File: config.mk
export PLATFORM = sky130hd
export DESIGN_NAME = apb_cmd_master_flat
export DESIGN_NICKNAME = d
export VERILOG_FILES = /design/src/rtl/apb_cmd_master_pkg.sv /design/src/rtl/apb_cmd_master_if.sv /design/src/rtl/apb_cmd_master_wait_timer.sv /design/src/rtl/apb_cmd_master.sv /design/src/flat_wrapper.sv
export SDC_FILE = /design/constraint.sdc
export NUM_CORES = 1
export LEC_CHECK = 0
export ABC_AREA = 1
export BUFFER_PORTS_ARGS = -buffer_cell sky130_fd_sc_hd__buf_2
export CORE_UTILIZATION = 28
export DETAILED_ROUTE_END_ITERATION = 8
export GPL_ROUTABILITY_DRIVEN = 0
export GPL_TIMING_DRIVEN = 0
export PLACE_DENSITY = 0.65
export SYNTH_ARGS = -nofsm -noshare
export SYNTH_HDL_FRONTEND = slang
export SYNTH_SLANG_ARGS = --single-unit
File: constraint.sdc
create_clock -name pclk_i -period 1.6 [get_ports pclk_i]
set_clock_uncertainty 0.05 [all_clocks]
set_input_delay 0.16 -clock pclk_i [delete_from_list [all_inputs] [get_ports pclk_i]]
set_output_delay 0.16 -clock pclk_i [all_outputs]
set_load 0.02 [all_outputs]
File: src/rtl/apb_cmd_master_pkg.sv
// Shared state encoding, command record and register offsets for the APB command master.
package apb_cmd_master_pkg;

  typedef logic [1:0] apb_state_t;

  localparam apb_state_t StIdle   = 2'd0;
  localparam apb_state_t StSetup  = 2'd1;
  localparam apb_state_t StAccess = 2'd2;
  localparam apb_state_t StResp   = 2'd3;

  typedef struct packed {
    logic        write;
    logic [31:0] addr;
    logic [31:0] wdata;
  } apb_cmd_t;

  // Register offsets within one I2S_top instance.
  localparam logic [31:0] CTRL_OFS   = 32'h0;
  localparam logic [31:0] TXDATA_OFS = 32'h4;
  localparam logic [31:0] RXDATA_OFS = 32'h8;

endpackage

File: src/rtl/apb_cmd_master_if.sv
// Command/response handshake plus APB bus bundle; master is the initiator's view.
interface apb_cmd_master_if #(
  parameter int unsigned ADDR_W = 32,
  parameter int unsigned DATA_W = 32
);

  logic              cmd_valid;
  logic              cmd_ready;
  logic              cmd_write;
  logic [ADDR_W-1:0] cmd_addr;
  logic [DATA_W-1:0] cmd_wdata;

  logic              rsp_valid;
  logic              rsp_ready;
  logic [DATA_W-1:0] rsp_rdata;
  logic              rsp_err;
  logic              rsp_timeout;

  logic              psel;
  logic              penable;
  logic              pwrite;
  logic [ADDR_W-1:0] paddr;
  logic [DATA_W-1:0] pwdata;
  logic [DATA_W-1:0] prdata;
  logic              pready;
  logic              pslverr;

  modport master (
    input  cmd_valid, cmd_write, cmd_addr, cmd_wdata, rsp_ready, prdata, pready, pslverr,
    output cmd_ready, rsp_valid, rsp_rdata, rsp_err, rsp_timeout,
    output psel, penable, pwrite, paddr, pwdata
  );

  modport slave (
    output cmd_valid, cmd_write, cmd_addr, cmd_wdata, rsp_ready, prdata, pready, pslverr,
    input  cmd_ready, rsp_valid, rsp_rdata, rsp_err, rsp_timeout,
    input  psel, penable, pwrite, paddr, pwdata
  );

endinterface

File: src/rtl/apb_cmd_master_wait_timer.sv
// Saturating ACCESS-phase wait counter; tc_o flags the last cycle allowed before abort.
module apb_cmd_master_wait_timer #(
  parameter int unsigned TIMEOUT = 16
) (
  input  logic pclk_i,
  input  logic preset_i,
  input  logic clr_i,
  input  logic en_i,
  output logic tc_o
);

  localparam int unsigned CntW = $clog2(TIMEOUT + 1);

  logic [CntW-1:0] cnt_q, cnt_d;

  always_comb begin
    cnt_d = cnt_q;
    if (clr_i) begin
      cnt_d = '0;
    end else if (en_i && (cnt_q != CntW'(TIMEOUT))) begin
      cnt_d = cnt_q + CntW'(1);
    end
  end

  always_ff @(posedge pclk_i) begin
    if (preset_i) begin
      cnt_q <= '0;
    end else begin
      cnt_q <= cnt_d;
    end
  end

  assign tc_o = (cnt_q == CntW'(TIMEOUT - 1));

endmodule

File: src/rtl/apb_cmd_master.sv
// Single-outstanding APB initiator: command in, SETUP/ACCESS transfer, response out.
module apb_cmd_master
  import apb_cmd_master_pkg::*;
#(
  parameter int unsigned ADDR_W  = 32,
  parameter int unsigned DATA_W  = 32,
  parameter int unsigned TIMEOUT = 16
) (
  input  logic             pclk_i,
  input  logic             preset_i,
  apb_cmd_master_if.master bus_io
);

  apb_state_t        state_q, state_d;
  logic [ADDR_W-1:0] paddr_q, paddr_d;
  logic [DATA_W-1:0] pwdata_q, pwdata_d;
  logic              pwrite_q, pwrite_d;
  logic [DATA_W-1:0] rsp_rdata_q, rsp_rdata_d;
  logic              rsp_err_q, rsp_err_d;
  logic              rsp_timeout_q, rsp_timeout_d;
  logic              timer_tc;

  apb_cmd_master_wait_timer #(
    .TIMEOUT(TIMEOUT)
  ) u_wait_timer (
    .pclk_i  (pclk_i),
    .preset_i(preset_i),
    .clr_i   (state_q == StSetup),
    .en_i    (state_q == StAccess),
    .tc_o    (timer_tc)
  );

  always_comb begin
    state_d       = state_q;
    paddr_d       = paddr_q;
    pwdata_d      = pwdata_q;
    pwrite_d      = pwrite_q;
    rsp_rdata_d   = rsp_rdata_q;
    rsp_err_d     = rsp_err_q;
    rsp_timeout_d = rsp_timeout_q;
    case (state_q)
      StIdle: begin
        if (bus_io.cmd_valid) begin
          paddr_d  = bus_io.cmd_addr;
          pwrite_d = bus_io.cmd_write;
          pwdata_d = bus_io.cmd_write ? bus_io.cmd_wdata : '0;
          state_d  = StSetup;
        end
      end
      StSetup: state_d = StAccess;
      StAccess: begin
        // pready takes priority over a timeout landing on the same edge.
        if (bus_io.pready) begin
          rsp_rdata_d   = pwrite_q ? '0 : bus_io.prdata;
          rsp_err_d     = bus_io.pslverr;
          rsp_timeout_d = 1'b0;
          state_d       = StResp;
        end else if (timer_tc) begin
          rsp_rdata_d   = '0;
          rsp_err_d     = 1'b1;
          rsp_timeout_d = 1'b1;
          state_d       = StResp;
        end
      end
      StResp: begin
        if (bus_io.rsp_ready) begin
          state_d = StIdle;
        end
      end
      default: state_d = StIdle;
    endcase
  end

  always_ff @(posedge pclk_i) begin
    if (preset_i) begin
      state_q       <= StIdle;
      paddr_q       <= '0;
      pwdata_q      <= '0;
      pwrite_q      <= 1'b0;
      rsp_rdata_q   <= '0;
      rsp_err_q     <= 1'b0;
      rsp_timeout_q <= 1'b0;
    end else begin
      state_q       <= state_d;
      paddr_q       <= paddr_d;
      pwdata_q      <= pwdata_d;
      pwrite_q      <= pwrite_d;
      rsp_rdata_q   <= rsp_rdata_d;
      rsp_err_q     <= rsp_err_d;
      rsp_timeout_q <= rsp_timeout_d;
    end
  end

  assign bus_io.cmd_ready   = (state_q == StIdle);
  assign bus_io.psel        = (state_q == StSetup) || (state_q == StAccess);
  assign bus_io.penable     = (state_q == StAccess);
  assign bus_io.pwrite      = pwrite_q;
  assign bus_io.paddr       = paddr_q;
  assign bus_io.pwdata      = pwdata_q;
  assign bus_io.rsp_valid   = (state_q == StResp);
  assign bus_io.rsp_rdata   = rsp_rdata_q;
  assign bus_io.rsp_err     = rsp_err_q;
  assign bus_io.rsp_timeout = rsp_timeout_q;

endmodule

File: src/flat_wrapper.sv
// flat-port wrapper written by rule: the top's interface ports become plain ports
module apb_cmd_master_flat import apb_cmd_master_pkg::*;
#(
  parameter int unsigned ADDR_W  = 32,
  parameter int unsigned DATA_W  = 32,
  parameter int unsigned TIMEOUT = 16
)
  (pclk_i, preset_i, bus_io_cmd_valid, bus_io_cmd_write, bus_io_cmd_addr, bus_io_cmd_wdata, bus_io_rsp_ready, bus_io_prdata, bus_io_pready, bus_io_pslverr, bus_io_cmd_ready, bus_io_rsp_valid, bus_io_rsp_rdata, bus_io_rsp_err, bus_io_rsp_timeout, bus_io_psel, bus_io_penable, bus_io_pwrite, bus_io_paddr, bus_io_pwdata);
  apb_cmd_master_if #(.ADDR_W(ADDR_W), .DATA_W(DATA_W)) bus_io_i ();
  input  logic pclk_i;
  input  logic preset_i;
  input wire logic [$bits(bus_io_i.cmd_valid)-1:0] bus_io_cmd_valid;
  input wire logic [$bits(bus_io_i.cmd_write)-1:0] bus_io_cmd_write;
  input wire logic [$bits(bus_io_i.cmd_addr)-1:0] bus_io_cmd_addr;
  input wire logic [$bits(bus_io_i.cmd_wdata)-1:0] bus_io_cmd_wdata;
  input wire logic [$bits(bus_io_i.rsp_ready)-1:0] bus_io_rsp_ready;
  input wire logic [$bits(bus_io_i.prdata)-1:0] bus_io_prdata;
  input wire logic [$bits(bus_io_i.pready)-1:0] bus_io_pready;
  input wire logic [$bits(bus_io_i.pslverr)-1:0] bus_io_pslverr;
  output wire logic [$bits(bus_io_i.cmd_ready)-1:0] bus_io_cmd_ready;
  output wire logic [$bits(bus_io_i.rsp_valid)-1:0] bus_io_rsp_valid;
  output wire logic [$bits(bus_io_i.rsp_rdata)-1:0] bus_io_rsp_rdata;
  output wire logic [$bits(bus_io_i.rsp_err)-1:0] bus_io_rsp_err;
  output wire logic [$bits(bus_io_i.rsp_timeout)-1:0] bus_io_rsp_timeout;
  output wire logic [$bits(bus_io_i.psel)-1:0] bus_io_psel;
  output wire logic [$bits(bus_io_i.penable)-1:0] bus_io_penable;
  output wire logic [$bits(bus_io_i.pwrite)-1:0] bus_io_pwrite;
  output wire logic [$bits(bus_io_i.paddr)-1:0] bus_io_paddr;
  output wire logic [$bits(bus_io_i.pwdata)-1:0] bus_io_pwdata;
  assign bus_io_i.cmd_valid = bus_io_cmd_valid;
  assign bus_io_i.cmd_write = bus_io_cmd_write;
  assign bus_io_i.cmd_addr = bus_io_cmd_addr;
  assign bus_io_i.cmd_wdata = bus_io_cmd_wdata;
  assign bus_io_i.rsp_ready = bus_io_rsp_ready;
  assign bus_io_i.prdata = bus_io_prdata;
  assign bus_io_i.pready = bus_io_pready;
  assign bus_io_i.pslverr = bus_io_pslverr;
  assign bus_io_cmd_ready = bus_io_i.cmd_ready;
  assign bus_io_rsp_valid = bus_io_i.rsp_valid;
  assign bus_io_rsp_rdata = bus_io_i.rsp_rdata;
  assign bus_io_rsp_err = bus_io_i.rsp_err;
  assign bus_io_rsp_timeout = bus_io_i.rsp_timeout;
  assign bus_io_psel = bus_io_i.psel;
  assign bus_io_penable = bus_io_i.penable;
  assign bus_io_pwrite = bus_io_i.pwrite;
  assign bus_io_paddr = bus_io_i.paddr;
  assign bus_io_pwdata = bus_io_i.pwdata;
  apb_cmd_master #(.ADDR_W(ADDR_W), .DATA_W(DATA_W), .TIMEOUT(TIMEOUT)) u_core (.pclk_i(pclk_i), .preset_i(preset_i), .bus_io(bus_io_i));
endmodule
==> impl_metrics.env, run 1 <==
export IMPL_critPathRequiredTime_ps=1790
export IMPL_viasPerCell=4.330
export IMPL_port_buffer_count=204
export IMPL_drive_gt1_share_pct=33.41
export IMPL_pin_count=206
export IMPL_yosys_area_share_simple_pct=24.71
export IMPL_rr_startpoint="u_core.u_wait_timer.cnt_q[0]"
export IMPL_synth_avg_cell_area_um2=7.300
export IMPL_maxSlewViolCount=0
export IMPL_end_kind="flip-flop"
export IMPL_vias=4412
export IMPL_cp_arrival_ps=1820
export IMPL_powerDensity_nw_per_um2=1424
export IMPL_area_delta_synth_final_pct=49.36
export IMPL_synthTopCellsByArea="dfxtp_1 (51%), nor2_1 (13%), nand2_1 (10%)"
export IMPL_numCtsBuffers=9
export IMPL_synth_seq_area_share_pct=50.73
export IMPL_async_reset_ff_share_pct=0
export IMPL_grt_use_total_pct=16.08
export IMPL_placedCellCount=961
export IMPL_synth_mux_area_share_pct=0
export IMPL_synth_ff_type="dfxtp_1"
export IMPL_wl_um=12450
export IMPL_synth_edff_count=0
export IMPL_synth_commonest_cells="nor2_1 (140), nand2_1 (117), dfxtp_1 (106), inv_1 (51), a21oi_1 (36)"
export IMPL_yosysWarnings=0
export IMPL_grt_setup_unrepaired="true"
export IMPL_violations="negative hold slack, negative setup slack"
export IMPL_cp_max_fo=10
export IMPL_netlist_area_um2=4183
export IMPL_worstReg2RegEnd="u_core.bus_io.rsp_rdata[30]"
export IMPL_dieArea_um2=15430
export IMPL_synth_seq_cells=106
export IMPL_dr_first_iter_drc_count=186
export IMPL_worst_slack_ps=-27.39
export IMPL_min_path_type="in -> reg"
export IMPL_cts_tree="built"
export IMPL_setup_violations=5
export IMPL_tightest_slew_ps=582.7
export IMPL_nNetsFinal=941
export IMPL_overflow=0
export IMPL_final_cells=1019
export IMPL_grt_first_pass_wirelength_um=19850
export IMPL_drt_pass1_iterations=4
export IMPL_period_needed_ps=1627
export IMPL_vdd_drop_max_uv=851.1
export IMPL_cts_sinks=106
export IMPL_yosysTopAreaCell="dfxtp_1"
export IMPL_clockBufferDepth=2
export IMPL_setup_tns_ps=-48.74
export IMPL_n_antenna_cell=0
export IMPL_synth_fa_ha_area_share_pct=2.393
export IMPL_hold_viol=1
export IMPL_start_util_pct=28.78
export IMPL_yosysMostFrequentCell="nor2_1"
export IMPL_dpl_cell_area_um2=5436
export IMPL_ctsHtreeMaxLevel=3
export IMPL_final_area_um2=6247
export IMPL_num_rows=44
export IMPL_final_antenna_net_count=0
export IMPL_status="complete, but fails checks"
export IMPL_max_cap_viol_count=0
export IMPL_synth_top_area_share_pct=50.73
export IMPL_min_from="bus_io_cmd_addr[21]"
export IMPL_cts_root_buf="clkbuf_16"
export IMPL_routedWlPerCell_um=12.21
export IMPL_p_leak_nw=3.132
export IMPL_slew_headroom_pct=61.15
export IMPL_grt_pass1_vias=4067
export IMPL_reg2reg_depth=10
export IMPL_grt_max_degree=17
export IMPL_place_hpwl_um=8953
export IMPL_dieHeight_um=124.2
export IMPL_cts_clk_slew_worst_paths_ps=70
export IMPL_worst_hold_slack_ps=-1.350
export IMPL_start_kind="flip-flop"
export IMPL_drc=0
export IMPL_nFillCells=1503
export IMPL_chipWidth_um=124.2
export IMPL_min_path_cells=3
export IMPL_yosys_area_share_xor_xnor_pct=0
export IMPL_synth_fp_nets=684
export IMPL_yosys_cell_types_count=25
export IMPL_grt_antenna_before_repair=0
export IMPL_postSynthCellCount=573
export IMPL_reg2reg_setup_slack_ps=-30
export IMPL_coreArea_um2=14530
export IMPL_synth_top_family_by_area="simple AND/OR/NAND/NOR gates"
export IMPL_dpl_worst_slack_ps=-283.3
export IMPL_synth_compound_area_share_pct=13.01
export IMPL_min_to="u_core.bus_io.paddr[21]"
export IMPL_max_freq_ghz=0.6145
export IMPL_period_share_pct=101.7
export IMPL_clock_latency_ps=350
export IMPL_crit_type="reg -> reg"
==> what timing repair did <==
item,4_1_cts,5_1_grt
hold endpoints to repair,35,0
pin swaps,1,1
setup endpoints to repair,94,93
hold buffers,35,0
gates cloned,1,0
setup buffers,5,1
resized for setup,34,16
==> flip-flops by register name (all words and copies together), names as in the netlist <==
name,count
u_core.bus_io.rsp_err,1
u_core.bus_io.pwdata,32
u_core.state_q,2
u_core.bus_io.rsp_timeout,1
u_core.bus_io.rsp_rdata,32
u_core.bus_io.paddr,32
u_core.u_wait_timer.cnt_q,5
u_core.bus_io.pwrite,1
==> per-layer routing <==
layer / global-route usage (%) / up-vias / part of all wire [%]
met4: 4.111 / 0 / 0.79
met2: 27.30 / 167 / 48
li1: - / 2289 / -
met3: 6.207 / 8 / 8.0
met5: 0 / - / 0
met1: 18.81 / 1948 / 44
==> per-stage QoR <==
stage	power, mW	hold WS [ps]	util, %
6_report	8.896	-1.350	42.98
5_1_grt	9.520	14.37	42.98
4_1_cts	8.921	0.4796	42.62
3_5_place_dp	6.589	363.4	37.41
3_3_place_gp	6.557	360.4	37.41
2_1_floorplan	5.521	252.8	-
==> power breakdown <==
group | switching [mW] | internal [mW] | total, mW
logic | 2.09 | 1.28 | 3.37
registers | 0.269 | 3.17 | 3.44
clock network | 0.988 | 1.10 | 2.09
==> cell usage in the layout (no fill, tap or decap), drive strengths merged <==
cell / count
buf: 233
nor2: 141
nand2: 118
dfxtp: 106
o21ai: 64
inv: 50
a21oi: 36
dlygate4sd3: 35
clkbuf: 25
ha: 8
nand3: 6
clkinv: 4
nand4: 2
nor3: 1
clkinvlp: 1
o21a: 1
or2: 1
a31oi: 1
o22ai: 1
o211ai: 1
==> cell families after synthesis <==
kind of cell / count (synthesis)
compound gates: 104
fa+ha+maj: 8
buf+inv: 86
flops: 106
simple gates: 269
==> critical path, stage by stage (launching register included) <==
cell     delay [ps]
dfxtp_2         360
ha_4            150
inv_2            40
nor3_2          110
ha_2            210
o21a_4          150
buf_6           130
buf_8           130
o21ai_1          70
nand2_1          70
nor2_2           30
==> layout make-up <==
type                    instances  area (um^2)  share of cell area [%]
flip-flops and latches        106         2127                   34.05
multi-input cells             381         1745                   27.94
repair buffers                246         1421                   22.75
plain buffers                  35        254.0                   4.066
clock buffers                  12        246.5                   3.946
well taps                     184        230.2                   3.685
inverters                      51        195.2                   3.124
clock inverters                 4        27.53                  0.4406
==> how the worst max path moves through the flow <==
| stage | to | startpoint | depth (start not counted) | slack [ps] |
|---|---|---|---|---|
| after floorplan | u_core.bus_io.rsp_rdata[11] | u_core.u_wait_timer.cnt_q[0] | 9 | 20 |
| after global placement | u_core.bus_io.rsp_rdata[6] | u_core.u_wait_timer.cnt_q[1] | 9 | -320 |
| after detailed placement | u_core.bus_io.rsp_rdata[14] | u_core.u_wait_timer.cnt_q[1] | 9 | -280 |
| after CTS | u_core.bus_io.rsp_rdata[30] | u_core.u_wait_timer.cnt_q[1] | 9 | 4 |
| after global routing | u_core.bus_io.rsp_rdata[30] | u_core.u_wait_timer.cnt_q[0] | 10 | -130 |
| final | u_core.bus_io.rsp_rdata[30] | u_core.u_wait_timer.cnt_q[0] | 10 | -30 |
Note: power is estimated with default switching activity, not from simulation.
==> run 2, diff against run 1 <==
--- a/config.mk
+++ b/config.mk
@@ -11,6 +11,7 @@
 export DETAILED_ROUTE_END_ITERATION = 8
 export GPL_ROUTABILITY_DRIVEN = 0
 export GPL_TIMING_DRIVEN = 0
+export MAX_ROUTING_LAYER = met4
 export PLACE_DENSITY = 0.65
 export SYNTH_ARGS = -nofsm -noshare
 export SYNTH_HDL_FRONTEND = slang
==> impl_metrics.env, run 2 (synthesized netlist as in run 1, its figures left out) <==
export IMPL_dieArea_um2=15430
export IMPL_maxSlewViolCount=0
export IMPL_area_delta_synth_final_pct=49.36
export IMPL_clockBufferDepth=2
export IMPL_min_path_type="in -> reg"
export IMPL_n_antenna_cell=0
export IMPL_cp_max_fo=10
export IMPL_period_needed_ps=1628
export IMPL_final_antenna_net_count=0
export IMPL_dpl_worst_slack_ps=-283.3
export IMPL_cts_clk_slew_worst_paths_ps=70
export IMPL_num_rows=44
export IMPL_dr_first_iter_drc_count=186
export IMPL_drt_pass1_iterations=4
export IMPL_tightest_slew_ps=572.6
export IMPL_worstPathCellList="ha_4, inv_2, nor3_2, ha_2, o21a_4, buf_6, buf_8, o21ai_1, nand2_1, nor2_2"
export IMPL_period_share_pct=101.7
export IMPL_max_cap_viol_count=0
export IMPL_violations="negative hold slack, negative setup slack"
export IMPL_port_buffer_count=204
export IMPL_drive_gt1_share_pct=33.41
export IMPL_finish_utilization_pct=42.98
export IMPL_overflow=0
export IMPL_grt_pass1_vias=4064
export IMPL_drc=0
export IMPL_p_leak_nw=3.132
export IMPL_grt_antenna_before_repair=0
export IMPL_setup_violations=6
export IMPL_final_cell_mix="buf_2 (211), nor2_1 (137), nand2_1 (117)"
export IMPL_end_kind="flip-flop"
export IMPL_critPathRequiredTime_ps=1790
export IMPL_crit_buf_inv=3
export IMPL_worst_slack_ps=-27.53
export IMPL_vias=4404
export IMPL_cts_root_buf="clkbuf_16"
export IMPL_cts_tree="built"
export IMPL_wl_um=12440
export IMPL_viasPerCell=4.322
export IMPL_routedWlPerCell_um=12.21
export IMPL_crit_family="flip-flops"
export IMPL_vdd_drop_max_uv=837.4
export IMPL_start_util_pct=28.78
export IMPL_critPathSlowestCell="dfxtp_2"
export IMPL_max_freq_ghz=0.6144
export IMPL_placedCellCount=961
export IMPL_grt_use_total_pct=16.54
export IMPL_crit_type="reg -> reg"
export IMPL_worst_hold_slack_ps=-0.7754
export IMPL_grt_first_pass_wirelength_um=19850
export IMPL_dieHeight_um=124.2
export IMPL_start_kind="flip-flop"
export IMPL_cp_arrival_ps=1820
export IMPL_final_cells=1019
export IMPL_chipWidth_um=124.2
export IMPL_pin_count=206
export IMPL_nNetsFinal=941
export IMPL_reg2reg_setup_slack_ps=-30
export IMPL_grt_setup_unrepaired="true"
export IMPL_place_hpwl_um=8953
export IMPL_cts_sinks=106
export IMPL_hold_viol=1
export IMPL_ctsHtreeMaxLevel=3
export IMPL_coreArea_um2=14530
export IMPL_critical_path_max_stage_delay_ps=360
export IMPL_clock_latency_ps=350
export IMPL_final_common_cell="buf_2"
export IMPL_grt_max_degree=17
export IMPL_numCtsBuffers=9
export IMPL_status="complete, but fails checks"
export IMPL_powerDensity_nw_per_um2=1424
export IMPL_slew_headroom_pct=61.82
==> run 2: cell counts in the layout (fill, tap and decap cells not counted) <==
Identical to the previous run, type by type.
==> run 2: stage by stage <==
stage	power (mW)	TNS, ps	hold WS (ps)	area [um^2]
6_report	8.896	-47.39	-0.7754	6247
5_1_grt	9.519	-2828	14.37	6247
4_1_cts	8.921	0	0.4796	6195
3_5_place_dp	6.589	-15720	363.4	5436
3_3_place_gp	6.557	-15550	360.4	5436
2_1_floorplan	5.521	0	252.8	4185
==> run 2: area by class of cell <==
cell class                      instances  area (um^2)
Inverter                               51        195.2
Sequential cell                       106         2127
Tap cell                              184        230.2
Fill cell                            1503         8287
Buffer                                 35        254.0
Clock inverter                          4        27.53
Multi-Input combinational cell        381         1745
Clock buffer                           12        246.5
Timing Repair Buffer                  246         1421
==> run 2: worst reg2reg max path: cells and delay by family, from the launching register on <==
| kind | cells | cell delay (ps) |
|---|---|---|
| DFF | 1 | 360 |
| and+or+nand+nor | 3 | 220 |
| buffers and inverters | 3 | 300 |
| adders and majority gates | 2 | 360 |
| AOI/OAI and AO/OA | 2 | 220 |
==> run 2: timing repair <==
action	in CTS	in global routing
pin swaps	1	1
hold endpoints to repair	35	0
setup buffers	5	1
gates resized for setup	34	16
hold buffers	35	0
cloned	1	0
setup endpoints to repair	94	93
==> run 2: final timing paths <==
path         cells after the start                    startpoint                           to
min                              3           bus_io_cmd_addr[21]      u_core.bus_io.paddr[21]
max reg2reg                     10  u_core.u_wait_timer.cnt_q[0]  u_core.bus_io.rsp_rdata[30]
max                             10  u_core.u_wait_timer.cnt_q[0]  u_core.bus_io.rsp_rdata[30]
min reg2reg                      2      u_core.bus_io.pwdata[30]     u_core.bus_io.pwdata[30]
==> run 2: per-layer routing <==
metal,GRT usage [%],routed length [um],part of all wire [%]
met1,19.56,5529,44
met2,27.10,5928,48
met3,5.129,868,7.0
met4,4.323,118,0.95
met5,-,0,0
==> run 2: power breakdown <==
group          internal [mW]  switching, mW
sequential              3.17          0.269
clock                   1.10          0.987
combinational           1.28           2.09
total                   5.54           3.35
